==> src/rtl/bus_pkg.sv <==
// rtl/bus_pkg.sv - shared types and constants for the multi-master memory bus arbiter
package bus_pkg;

  typedef enum logic [1:0] {
    ARB_IDLE,
    ARB_ACCESS,
    ARB_DONE
  } arb_state_t;

  // Value an unclaimed bus floats to; returned to a master whose access timed out.
  localparam logic [7:0] OPEN_BUS_BYTE = 8'hFF;

endpackage

==> src/rtl/bus_arb_picker.sv <==
// rtl/bus_arb_picker.sv - combinational N-way picker, fixed lowest-index or round-robin from ptr+1
module bus_arb_picker
  import bus_pkg::*;
#(
  parameter int N  = 3,
  parameter int PW = $clog2(N)
) (
  input  logic [N-1:0]  req,
  input  logic [PW-1:0] ptr,
  input  logic          rr_mode,
  output logic [N-1:0]  gnt,
  output logic          valid
);

  logic [PW-1:0] idx;

  always_comb begin
    gnt   = '0;
    valid = 1'b0;
    idx   = '0;
    if (rr_mode) begin
      // Walk ptr+1, ptr+2, ... wrapping, so the last winner is considered last.
      for (int k = 1; k <= N; k++) begin
        idx = PW'((int'(ptr) + k) % N);
        if (!valid && req[idx]) begin
          gnt[idx] = 1'b1;
          valid    = 1'b1;
        end
      end
    end else begin
      for (int i = 0; i < N; i++) begin
        if (!valid && req[i]) begin
          gnt[i] = 1'b1;
          valid  = 1'b1;
        end
      end
    end
  end

endmodule

==> src/rtl/bus_arbiter.sv <==
// rtl/bus_arbiter.sv - N-master to 1-slave bus arbiter with wait states, done/err handshake and timeout
module bus_arbiter
  import bus_pkg::*;
#(
  parameter int NUM_MASTERS    = 3,
  parameter int ADDR_WIDTH     = 16,
  parameter int DATA_WIDTH     = 8,
  parameter int RR_MODE        = 1,
  parameter int TIMEOUT_CYCLES = 16
) (
  input  logic                              clk,
  input  logic                              rst_n,
  input  logic [NUM_MASTERS-1:0]            m_req,
  input  logic [NUM_MASTERS-1:0]            m_we,
  input  logic [NUM_MASTERS*ADDR_WIDTH-1:0] m_addr,
  input  logic [NUM_MASTERS*DATA_WIDTH-1:0] m_wdata,
  output logic [NUM_MASTERS-1:0]            m_gnt,
  output logic [NUM_MASTERS-1:0]            m_done,
  output logic [NUM_MASTERS-1:0]            m_err,
  output logic [DATA_WIDTH-1:0]             m_rdata,
  output logic [ADDR_WIDTH-1:0]             s_addr,
  output logic [DATA_WIDTH-1:0]             s_wdata,
  output logic                              s_read_en,
  output logic                              s_write_en,
  input  logic [DATA_WIDTH-1:0]             s_rdata,
  input  logic                              s_ready
);

  localparam int IW = $clog2(NUM_MASTERS);
  localparam int CW = (TIMEOUT_CYCLES > 0) ? $clog2(TIMEOUT_CYCLES + 1) : 1;

  arb_state_t             state;
  logic [IW-1:0]          rr_ptr;
  logic [IW-1:0]          pick_idx;
  logic [CW-1:0]          wait_cnt;
  logic [NUM_MASTERS-1:0] pick_gnt;
  logic                   pick_valid;
  logic                   timed_out;

  bus_arb_picker #(
    .N(NUM_MASTERS)
  ) u_picker (
    .req    (m_req & ~m_done),
    .ptr    (rr_ptr),
    .rr_mode(RR_MODE != 0),
    .gnt    (pick_gnt),
    .valid  (pick_valid)
  );

  always_comb begin
    pick_idx = '0;
    for (int i = 0; i < NUM_MASTERS; i++) begin
      if (pick_gnt[i]) pick_idx = IW'(i);
    end
  end

  assign timed_out = (TIMEOUT_CYCLES != 0) && (wait_cnt == CW'(TIMEOUT_CYCLES - 1));

  always_ff @(posedge clk or negedge rst_n) begin
    if (!rst_n) begin
      state      <= ARB_IDLE;
      rr_ptr     <= IW'(NUM_MASTERS - 1);
      wait_cnt   <= '0;
      m_gnt      <= '0;
      m_done     <= '0;
      m_err      <= '0;
      m_rdata    <= '0;
      s_addr     <= '0;
      s_wdata    <= '0;
      s_read_en  <= 1'b0;
      s_write_en <= 1'b0;
    end else begin
      m_done <= '0;
      m_err  <= '0;
      case (state)
        ARB_IDLE: begin
          if (pick_valid) begin
            rr_ptr     <= pick_idx;
            m_gnt      <= pick_gnt;
            s_addr     <= m_addr[pick_idx*ADDR_WIDTH +: ADDR_WIDTH];
            s_wdata    <= m_wdata[pick_idx*DATA_WIDTH +: DATA_WIDTH];
            s_write_en <= m_we[pick_idx];
            s_read_en  <= ~m_we[pick_idx];
            wait_cnt   <= '0;
            state      <= ARB_ACCESS;
          end
        end
        ARB_ACCESS: begin
          if (s_ready || timed_out) begin
            if (s_ready) begin
              if (s_read_en) m_rdata <= s_rdata;
            end else begin
              // Open-bus value (OPEN_BUS_BYTE replicated to the data width).
              m_rdata <= '1;
              m_err   <= m_gnt;
            end
            m_done     <= m_gnt;
            s_read_en  <= 1'b0;
            s_write_en <= 1'b0;
            state      <= ARB_DONE;
          end else if (wait_cnt != '1) begin
            wait_cnt <= wait_cnt + CW'(1);
          end
        end
        ARB_DONE: begin
          m_gnt <= '0;
          state <= ARB_IDLE;
        end
        default: state <= ARB_IDLE;
      endcase
    end
  end

endmodule

==> config.mk <==
export PLATFORM = sky130hd
export DESIGN_NAME = bus_arbiter
export DESIGN_NICKNAME = d
export VERILOG_FILES = /design/src/rtl/bus_pkg.sv /design/src/rtl/bus_arb_picker.sv /design/src/rtl/bus_arbiter.sv
export SDC_FILE = /design/constraint.sdc
export NUM_CORES = 1
export LEC_CHECK = 0
export ABC_AREA = 1
export BUFFER_PORTS_ARGS = -buffer_cell sky130_fd_sc_hd__buf_4
export CAP_MARGIN = 10
export CORE_UTILIZATION = 34
export CTS_BUF_LIST = sky130_fd_sc_hd__clkbuf_4
export DETAILED_ROUTE_END_ITERATION = 10
export GPL_ROUTABILITY_DRIVEN = 0
export PLACE_DENSITY = 0.61
export RECOVER_POWER = 50
export SYNTH_ARGS = -nofsm -noshare
export SYNTH_HDL_FRONTEND = slang
export SYNTH_SLANG_ARGS = --single-unit
==> constraint.sdc <==
create_clock -name clk -period 5.2 [get_ports clk]
set_input_delay 0.26 -clock clk [delete_from_list [all_inputs] [get_ports clk]]
set_output_delay 0.26 -clock clk [all_outputs]
set_load 0.1 [all_outputs]
==> results.md <==
Outcome:
- The flow ran to the end, but the final reports show violations.
- The final reports fail on max-capacitance violations, max-slew violations.

Final layout:
- The post-route netlist has around a quarter of its cells at a drive strength greater than 1.
- The area added between synthesis and finish is 35.9%.
- After the last flow step, the layout net total stands at ~630.
- The number of antenna diodes in the final layout is 0.

Floorplanning:
- The die is 94.3 um tall.
- The die area is about 8900 um2.
- The width of the die is 94.3 um.
- After floorplanning, the core was divided into 33 placement rows.
- During I/O placement, the number of pins put on the boundary was approximately 130.
- The effective utilization at floorplan is between 30% and 40%.
- The area of the core is about 8200 um2.

Logic synthesis:
- The share of synthesized area in the top cell type comes to 44.1%.
- Synthesis inferred 52 register bits.
- Synthesis handed over a netlist of approximately 410 instances.
- Yosys attributes the largest share of cell area to dfrtp_1 44%, nand2_1 16%, nor2_1 10%.
- For this run, the number of Yosys warnings is 0.
- After synthesis the cells add up to just under 3000 um2.
- The number of distinct library cells after synthesis is 27.
- The sequential element share of the synthesized area is between 40% and 50%.
- A synthesized cell averages 7.09 um2.
- When the netlist entered floorplanning its net count stood at 504.
- The cell accounting for the most synthesized area is dfrtp_1.

GRT:
- The first-pass GRT wire length is around 13000 um.
- The number of global-route vias before repair is approximately 2800.
- The total track usage is 18.2%.
- The pin count of the biggest net entering global routing is between 50 and 60.
- The number of antenna violations at the first check in global routing came to 0.
- The global-route congestion overflow total is 0.

Critical path:
- The count of cells along the worst register-to-register path is 14.
- The worst setup path is of the reg -> reg kind.
- The worst-case register-to-register setup slack is between 2000 and 2500 ps.
- STA classifies the critical path endpoint as a flop.
- Walking the worst path, the cells encountered are inv_1 > ha_1 > inv_2 > nand3_2 > nand3_2 > nand2_2 > nand3_1 > nand2_2 > inv_2 > nand3_2 > nor2_1 > nand2_1 > nand2_1 > nor2_1.
- The cell seen most often among critical-path stages is nand3_2.
- In this design, the stage delay of the slowest critical-path cell is roughly 450 ps.
- The endpoint of the most critical register-to-register path is s_read_en.
- For this design, the slowest cell found on the critical path is nand3_2.
- The worst flop-to-flop path startpoint is rr_ptr[0].
- Of all nets on the critical path, the largest fanout is 34.
- The arrival time of data at the critical path endpoint is roughly 3300 ps.
- At the worst endpoint, the required time is around 5500 ps.
- The type of element launching the critical path is a flop.

Route:
- After detailed routing, the number of vias per cell comes to 4.56.
- Detailed routing inserted a total of 2924 vias.
- The number of remaining DRC errors is 0.
- The final routed wirelength across all metal layers is between 7000 and 8000 um.
- In this run the remaining antenna-violating nets after routing total 0.
- The wire length per cell is around 12 um.
- Before antenna repair, the detailed router went through 6 iterations.
- The detailed router finished its first iteration with approximately 110 violations.

Clock tree:
- The deepest level of the CTS H-tree is 2.
- The tree is rooted in a clkbuf_4.
- The maximum count of clock buffers along a single path is 2.
- Post-CTS timing repair inserted 0 buffers for setup.
- TritonCTS built the clock tree.
- The later pin in the worst-skew pair is clocked with a latency of between 300 and 400 ps.
- After clock tree synthesis, the clock-pin slew on the worst setup and hold paths is about 170 ps.
- Buffers inserted during clock tree synthesis total 5.
- The clock net in this run drives a total of between 50 and 60 sinks.

STA:
- Setup repair after global routing left no endpoint under its margin.
- Setup violations remaining at the end of the flow were counted as 0.
- The worst-case clock skew is roughly 18 ps.
- In the finished design, the share of the clock period the worst path needs comes to about three fifths.
- Summed over all failing endpoints, the final setup total negative slack is 0 ps.
- The worst-margin pin slew is approximately 2800 ps.
- The highest achievable clock rate is 329 MHz.
- The worst max-slew margin expressed relative to the limit is -85.4%.
- The final max-slew violation count is 53.
- The number of hold violations in the final report is 0.
- The final critical-path required period is slightly above 3000 ps.

Place:
- Once detailed placement completed, the half-perimeter wirelength came to approximately 5900 um.
- Buffers placed on the I/O ports in this run total about 130.

Hold path:
- The worst hold-check path type is in -> reg.
- The worst hold path begins at m_addr[13].
- The count of cells along the worst hold path is 3.
- The end of the worst hold path is s_addr[13].

Run:
- The tool flagged a number of max-cap violations equal to 1.
## worst max-delay path, delay by kind of cell, from the launching register on
family	cells	cell delay (ps)
simple gates	10	1700
buf+inv	3	460
flops	1	420
fa+ha+maj	1	350
## cells in the mapped netlist
| library cell | instances |
|---|---|
| nand2_1 | 123 |
| nor2_1 | 80 |
| dfrtp_1 | 51 |
| inv_1 | 48 |
| o21ai_0 | 24 |
| nand3_1 | 13 |
| a21oi_1 | 11 |
| o21ai_1 | 11 |
| ha_1 | 7 |
| buf_2 | 6 |
| buf_4 | 4 |
| inv_2 | 4 |
| nor3_1 | 4 |
| nand2_2 | 3 |
| nand3_2 | 3 |
| nor2_2 | 3 |
| a21oi_4 | 2 |
| nand4_1 | 2 |
| buf_1 | 1 |
| clkbuf_2 | 1 |
| clkinv_1 | 1 |
| dfstp_2 | 1 |
| nand4_2 | 1 |
| nor2_4 | 1 |
| o22ai_1 | 1 |
| o31ai_1 | 1 |
| xor2_1 | 1 |
## per-layer routing
| layer | vias to the layer above | wire, um | track usage (%) |
|---|---|---|---|
| met1 | 1318 | 3490 | 23.9 |
| met4 | 0 | 160 | 6.67 |
| li1 | 1498 | - | - |
| met2 | 93 | 3750 | 28.9 |
| met3 | 15 | 510 | 4.37 |
| met5 | - | 0 | 0 |
## layout make-up
class                           instances  area [um2]
Fill cell                             872        4280
Multi-Input combinational cell        291        1320
Sequential cell                        52        1300
Timing Repair Buffer                  132         915
Inverter                               53         199
Tap cell                              105         131
Clock buffer                            5        37.5
Clock inverter                          3        23.8
## per-stage QoR
stage	util [%]	worst slack (ps)	cells	cell area [um2]	hold WS, ps
after floorplan	-	2890	408	2890	-35.6
after global placement	48.0	2270	632	3940	347
after detailed placement	48.0	2180	632	3940	343
after CTS	48.8	2170	641	4010	65.4
after global routing	47.9	1710	641	3930	72.1
final	47.9	2160	641	3930	82.1
## cells in the final DEF (no fill, tap or decap), drive strengths merged
cell type    instances
nor3                 4
a21oi               13
xor2                 1
nand2              126
inv                 52
nand4                3
o22ai                1
dlygate4sd3          1
o21ai               35
clkinv               2
clkinvlp             2
o31ai                1
nor2                84
ha                   7
dfstp                1
nand3               16
dfrtp               51
clkbuf              26
buf                110
## worst max path at each step
stage                         start        end  slack (ps)  depth (start not counted)
after detailed placement  rr_ptr[0]  s_read_en        2180                         14
after global routing          rst_n  rr_ptr[0]        1710                          2
final                     rr_ptr[0]  s_read_en        2160                         14
after global placement    rr_ptr[1]  s_read_en        2270                         13
after floorplan           m_done[2]  s_addr[4]        2890                         12
after CTS                 rr_ptr[0]  s_read_en        2170                         14
## flip-flops by register name (all words and copies together), names as in the netlist, 2 cells and up
register  flops
m_done        3
m_err         3
m_gnt         3
m_rdata       8
rr_ptr        2
s_addr       16
s_wdata       8
state         2
wait_cnt      5
## logic make-up (layout without fill, tap and decap cells)
group,after synthesis,after routing,synth area share (%)
AO/OA/AOI/OAI,50,50,9.55
XOR/XNOR,1,1,0.303
adder cells (fa/ha/maj),7,7,3.03
buffers and inverters,65,193,9.25
flip-flops,52,52,45.0
AND/OR/NAND/NOR,233,233,32.9
## what timing repair did
action	CTS	global route
gates resized for setup	0	0
hold endpoints to repair	51	0
hold buffers	1	0
Power is left out: the tool's default activity adds up to more than one toggle a clock period on the data nets, which glitch-free logic cannot reach.
